===== config.mk =====
export PLATFORM = sky130hd
export DESIGN_NAME = gate_sequencer
export DESIGN_NICKNAME = d
export VERILOG_FILES = /design/src/rtl/gate_sequencer_pkg.sv /design/src/rtl/gate_sequencer_timer.sv /design/src/rtl/gate_sequencer.sv
export SDC_FILE = /design/constraint.sdc
export NUM_CORES = 1
export LEC_CHECK = 0
export CORE_UTILIZATION = 45
export CTS_CLUSTER_SIZE = 28
export DETAILED_ROUTE_END_ITERATION = 8
export PLACE_DENSITY = 0.67
export SETUP_SLACK_MARGIN = 0.05
export SLEW_MARGIN = 20
export SYNTH_ARGS = -nofsm -noshare
export SYNTH_HDL_FRONTEND = slang
export SYNTH_HIERARCHICAL = 1
export SYNTH_SLANG_ARGS = --single-unit

===== constraint.sdc =====
create_clock -name clkControl -period 5.9 [get_ports clkControl]
set_input_delay 1.18 -clock clkControl [delete_from_list [all_inputs] [get_ports clkControl]]
set_output_delay 1.18 -clock clkControl [all_outputs]
set_load 0.05 [all_outputs]

===== src/rtl/gate_sequencer_pkg.sv =====
// Shared definitions for the frequency-counter measurement sequencer.
//   seqState_t : sequencer state encoding (IDLE, CLEAR, GATE, HOLD, LATCH, DONE)
//   maxU       : larger of two unsigned values, used to size the shared timer
package gate_sequencer_pkg;

  localparam int unsigned STATE_W = 3;

  typedef enum logic [STATE_W-1:0] {
    ST_IDLE  = 3'd0,
    ST_CLEAR = 3'd1,
    ST_GATE  = 3'd2,
    ST_HOLD  = 3'd3,
    ST_LATCH = 3'd4,
    ST_DONE  = 3'd5
  } seqState_t;

  function automatic int unsigned maxU(input int unsigned a, input int unsigned b);
    return (a > b) ? a : b;
  endfunction

endpackage


===== src/rtl/gate_sequencer_timer.sv =====
// Loadable down-counter shared by the GATE and HOLD phases.
//   clkControl : clock
//   resetN     : synchronous active-low reset
//   load       : load counter with value (has priority over dec)
//   value      : load value
//   dec        : decrement by one; holds at zero (no wrap)
//   zero_c     : combinational decode, counter equals zero
module gate_sequencer_timer #(
  parameter int unsigned WIDTH = 4
) (
  input  logic             clkControl,
  input  logic             resetN,
  input  logic             load,
  input  logic [WIDTH-1:0] value,
  input  logic             dec,
  output logic             zero_c
);

  logic [WIDTH-1:0] count;

  // Down-counter with load priority; saturates at zero.
  always_ff @(posedge clkControl) begin
    if (!resetN) begin
      count <= '0;
    end else if (load) begin
      count <= value;
    end else if (dec && (count != '0)) begin
      count <= count - WIDTH'(1);
    end
  end

  assign zero_c = (count == '0);

endmodule


===== src/rtl/gate_sequencer.sv =====
// Measurement sequencer for the frequency-counter datapath. Produces the
// clear -> gate -> settle -> latch -> done strobe order with a start/busy/done
// handshake, single-shot or continuous, two gate lengths and source select.
//   clkControl  : clock, rising edge
//   resetN      : synchronous active-low reset
//   start       : request one measurement (sampled in IDLE only)
//   continuous  : auto-restart after DONE; also starts from IDLE
//   abort       : cancel a measurement in progress (no latch, no done)
//   modeControl : range select, 0 long gate / 1 short gate (snapshot at CLEAR)
//   testMode    : source select (snapshot at CLEAR)
//   overflow    : counter overflow flag from the datapath
//   enable      : count gate
//   clear       : one-cycle counter clear strobe
//   latch       : one-cycle result latch strobe
//   testSel     : testMode snapshot for the current/last measurement
//   rangeOut    : modeControl snapshot for the current/last measurement
//   busy        : high from CLEAR through DONE
//   done        : one-cycle result-valid pulse
//   ovfFlag     : overflow seen during the last completed gate
module gate_sequencer
  import gate_sequencer_pkg::*;
#(
  parameter int unsigned GATE_LONG   = 1000,
  parameter int unsigned GATE_SHORT  = 100,
  parameter int unsigned HOLD_CYCLES = 2
) (
  input  logic clkControl,
  input  logic resetN,
  input  logic start,
  input  logic continuous,
  input  logic abort,
  input  logic modeControl,
  input  logic testMode,
  input  logic overflow,
  output logic enable,
  output logic clear,
  output logic latch,
  output logic testSel,
  output logic rangeOut,
  output logic busy,
  output logic done,
  output logic ovfFlag
);

  // Timer must also hold HOLD_CYCLES-1 should it ever exceed the long gate.
  localparam int unsigned CNT_W = $clog2(maxU(GATE_LONG, HOLD_CYCLES) + 1);

  seqState_t        state;
  seqState_t        stateNext;
  logic             timerLoad;
  logic [CNT_W-1:0] timerValue;
  logic             timerDec;
  logic             timerZero;
  logic             ovfSeen;

  gate_sequencer_timer #(
    .WIDTH (CNT_W)
  ) uTimer (
    .clkControl (clkControl),
    .resetN     (resetN),
    .load       (timerLoad),
    .value      (timerValue),
    .dec        (timerDec),
    .zero_c     (timerZero)
  );

  // Next-state and timer control.
  always_comb begin
    stateNext  = state;
    timerLoad  = 1'b0;
    timerValue = '0;
    timerDec   = 1'b0;
    case (state)
      ST_IDLE: begin
        if (start || continuous) stateNext = ST_CLEAR;
      end
      ST_CLEAR: begin
        // Timer holds G-1 so GATE lasts exactly G cycles ending on zero.
        stateNext  = ST_GATE;
        timerLoad  = 1'b1;
        timerValue = rangeOut ? CNT_W'(GATE_SHORT - 1) : CNT_W'(GATE_LONG - 1);
      end
      ST_GATE: begin
        if (timerZero) begin
          stateNext  = ST_HOLD;
          timerLoad  = 1'b1;
          timerValue = CNT_W'(HOLD_CYCLES - 1);
        end else begin
          timerDec = 1'b1;
        end
      end
      ST_HOLD: begin
        if (timerZero) stateNext = ST_LATCH;
        else           timerDec  = 1'b1;
      end
      ST_LATCH: begin
        stateNext = ST_DONE;
      end
      ST_DONE: begin
        stateNext = continuous ? ST_CLEAR : ST_IDLE;
      end
      default: begin
        stateNext = ST_IDLE;
      end
    endcase
    // Abort overrides every transition out of a non-idle state.
    if (abort && (state != ST_IDLE)) begin
      stateNext = ST_IDLE;
      timerLoad = 1'b0;
      timerDec  = 1'b0;
    end
  end

  // State register and Moore outputs decoded from the state being entered.
  always_ff @(posedge clkControl) begin
    if (!resetN) begin
      state    <= ST_IDLE;
      enable   <= 1'b0;
      clear    <= 1'b0;
      latch    <= 1'b0;
      busy     <= 1'b0;
      done     <= 1'b0;
      testSel  <= 1'b0;
      rangeOut <= 1'b0;
      ovfSeen  <= 1'b0;
      ovfFlag  <= 1'b0;
    end else begin
      state  <= stateNext;
      enable <= (stateNext == ST_GATE);
      clear  <= (stateNext == ST_CLEAR);
      latch  <= (stateNext == ST_LATCH);
      done   <= (stateNext == ST_DONE);
      busy   <= (stateNext != ST_IDLE);

      if (stateNext == ST_CLEAR) begin
        testSel  <= testMode;
        rangeOut <= modeControl;
      end

      // ovfSeen spans one gate; it is transferred to ovfFlag on entry to LATCH.
      if ((stateNext == ST_CLEAR) || (stateNext == ST_LATCH)) begin
        ovfSeen <= 1'b0;
      end else if ((state == ST_GATE) && overflow) begin
        ovfSeen <= 1'b1;
      end

      if (stateNext == ST_LATCH) begin
        ovfFlag <= ovfSeen;
      end
    end
  end

endmodule


==> results.sh <==
export IMPL_max_slew_margin=0.383
export IMPL_synth_seq_area_share=0.338
export IMPL_drv_cap=0
export IMPL_grt_first_pass_wirelength_mm=4.42
export IMPL_rsz0062_at_grt="false"
export IMPL_grt_pass1_vias=1049
export IMPL_period_minus_slack_ps=3250
export IMPL_max_stage_delay_ps=800
export IMPL_first_pass_iters=4
export IMPL_dpl_hpwl_mm=1.91
export IMPL_cts_resized=0
export IMPL_crit_type="primary input to flop"
export IMPL_r2r_cells=9
export IMPL_place_ws_ps=2330
export IMPL_finalSetupViolations=0
export IMPL_floorplan_initialDensity=0.473
export IMPL_grt_max_degree=25
export IMPL_vdd_drop_max_v=0.000200
export IMPL_die_area_sq_mm=0.00312
export IMPL_clk_transition_reported_paths_ps=120
export IMPL_syn_to_final_growth_pct=13.8
export IMPL_worstPathRequired_ps=6110
export IMPL_crit_arrival_ps=3460
export IMPL_cp_buffers_inverters=2
export IMPL_io_pins=16
export IMPL_fin_setup_tns_ps=0
export IMPL_cts_buffer_depth=2
export IMPL_initialDrtViolationCount=61
export IMPL_wirelength_mm=2.59
export IMPL_crit_path_max_fanout=13
export IMPL_syn_area_sq_mm=0.00130
export IMPL_cts_tree="built"
export IMPL_synth_edf_count=0
export IMPL_dieHeight_microns=55.8
export IMPL_grt_overflow_total=0
export IMPL_yosys_area_top_type="dfxtp_1"
export IMPL_n_antenna_cell=0
export IMPL_cts_root_buf="clkbuf_4"
export IMPL_drc=0
export IMPL_tightest_slew_ps=919
export IMPL_crit_family="simple AND/OR/NAND/NOR gates"
export IMPL_rows=19
export IMPL_cts_setup_buffers=0
export IMPL_crit_path_cell_trace="clkdlybuf4s50_1 -> nor3_1 -> inv_1 -> nand3_1 -> a21oi_1 -> a311o_1"
export IMPL_wl_per_cell_microns=13.2
export IMPL_p_leak_nw=0.559
export IMPL_clock_fmax_mhz=307
export IMPL_end_kind="flop"
export IMPL_grt_usage=0.175
export IMPL_io_buffers=15
export IMPL_report_final_slew_viol_count=0
export IMPL_skew_ps=1.73
export IMPL_nets=175
export IMPL_synth_top_area_frac=0.338
export IMPL_synth_cell_types=51
export IMPL_synth_area_leaders="dfxtp_1 (34%), a21oi_1 (6.1%), o21ai_0 (5.4%)"
export IMPL_clock_latency_ps=300
export IMPL_syn_area_per_cell_sq_um=8.58
export IMPL_grt_antenna_before_repair=0
export IMPL_setup_worst_path_start="abort"
export IMPL_syn_inst=152
export IMPL_synthFlopType="dfxtp_1"
export IMPL_r2r_slack_ps=2710
export IMPL_synth_seq_cells=22
export IMPL_drtAntennaViolNets=0
export IMPL_synth_most_common_cell="dfxtp_1"
export IMPL_hold_viol=0
export IMPL_ys_async_sr_fraction=0
export IMPL_setup_slack_ps=2650
export IMPL_fin_util=0.538
export IMPL_min_delay_path_depth=2
export IMPL_p_per_area_mw_per_mm2=330
export IMPL_crit_path_end="uTimer/count[1]$_SDFFE_PN0P_"
export IMPL_drive_gt1_frac=0.145
export IMPL_fin_crit_sh=0.552
export IMPL_critPathLaunchType="primary input"
export IMPL_crit_cells=6
export IMPL_min_delay_path_class="flop to flop"
export IMPL_globalplace_congestion=0.830
export IMPL_postCtsHoldBufs=0
export IMPL_reg2reg_from="uTimer/count[7]$_SDFFE_PN0P_"
export IMPL_r2r_end="uTimer/count[1]$_SDFFE_PN0P_"
export IMPL_h_tree_depth=1
export IMPL_slowest_stage="nor3_1"
export IMPL_viasPerCell=5.83
export IMPL_dr_total_vias=1143
export IMPL_cts_sinks=22
export IMPL_dieWidth_microns=55.8
export IMPL_synth_common_cells="dfxtp_1 (22), a21oi_1 (16), nand2_1 (14), o21ai_0 (14), nor2_1 (12)"
export IMPL_core_sq_mm=0.00276
export IMPL_yosysWarnings=6
export IMPL_cts_buffers_inserted=3
export IMPL_status="finished, final reports clean"
area by class of cell:
class	count	area, sq um
clock buffer	4	36.3
timing repair buffer	15	150
fill	264	1270
tap	31	38.8
multi-input combinational	115	779
inverter	9	38.8
sequential	22	440
worst min-delay path by stage:
stage | from | endpoint | slack, ps
6_report | testSel$_SDFFE_PN0N_ | testSel$_SDFFE_PN0N_ | 480
5_1_grt | testSel$_SDFFE_PN0N_ | testSel$_SDFFE_PN0N_ | 490
4_1_cts | testSel$_SDFFE_PN0N_ | testSel$_SDFFE_PN0N_ | 480
3_5_place_dp | testSel$_SDFFE_PN0N_ | testSel$_SDFFE_PN0N_ | 470
3_3_place_gp | testSel$_SDFFE_PN0N_ | testSel$_SDFFE_PN0N_ | 440
2_1_floorplan | ovfSeen$_SDFFE_PP0P_ | ovfFlag$_SDFFE_PN0N_ | 430
routing by layer:
| metal | vias up | global-route usage | wire length (microns) |
|---|---|---|---|
| li1 | 569 | - | - |
| met1 | 545 | 0.214 | 1160 |
| met2 | 27 | 0.306 | 1320 |
| met3 | 2 | 0.0372 | 96 |
| met4 | 0 | 0.0592 | 17 |
| met5 | - | 0 | 0 |
per-stage QoR:
step           instance area (sq um)  std cells  hold WS, ps  power (mW)
3_3_place_gp                    1450        192          442       0.403
6_report                        1480        196          480       0.489
5_1_grt                         1480        196          491       0.521
4_1_cts                         1480        196          485       0.493
2_1_floorplan                   1310        153          435       0.360
3_5_place_dp                    1450        192          469       0.408
cells in the final DEF (no fill, tap or decap), types with 2 or more instances in the layout:
cell type | synthesis | final
and3_2 | 2 | 2
inv_1 | 8 | 8
nor3_1 | 3 | 3
dfxtp_1 | 22 | 22
conb_1 | 1 | 2
nand2b_1 | 2 | 2
nor2b_1 | 3 | 3
a21oi_1 | 16 | 16
nand2_1 | 14 | 14
a31oi_1 | 3 | 3
clkdlybuf4s50_1 | 0 | 15
nor2_1 | 12 | 12
or3_1 | 3 | 3
mux2i_1 | 5 | 5
nand3_1 | 4 | 4
clkbuf_4 | 1 | 3
and3_1 | 2 | 2
o211ai_1 | 2 | 2
o21ai_0 | 14 | 14
power breakdown:
group | internal [mW] | switching (mW) | leakage (nW)
Sequential | 0.170 | 0.0276 | 0.180
Combinational | 0.0826 | 0.125 | 0.359
Clock | 0.0377 | 0.0466 | 0.0210
worst register-to-register path, cell delays in order, from the launching register on:
cell and delay (ps):
dfxtp_1 380, nor4_2 350, nand4b_2 210, inv_1 330
a21oi_1 150, nor3_1 730, inv_1 390, nand3_1 180
a21oi_1 50, a311o_1 310
kinds of logic (layout without fill, tap and decap cells):
kind of cell             Yosys count  after routing  synth area share
AND/OR/NAND/NOR                   60             60             0.276
AO/OA/AOI/OAI                     47             47             0.268
flip-flops                        22             22             0.338
buffers and inverters             16             28            0.0672
multiplexers                       5              5            0.0384
adder cells (fa/ha/maj)            1              1           0.00960
other                              1              2           0.00288
flip-flops by register name, summed over array words and instances, names as in the netlist:
name and cells:
busy 1, clear 1, done 1, enable 1, latch 1, ovfFlag 1
ovfSeen 1, rangeOut 1, state 3, testSel 1, uTimer/count 10
(Power assumes the default switching activity.)
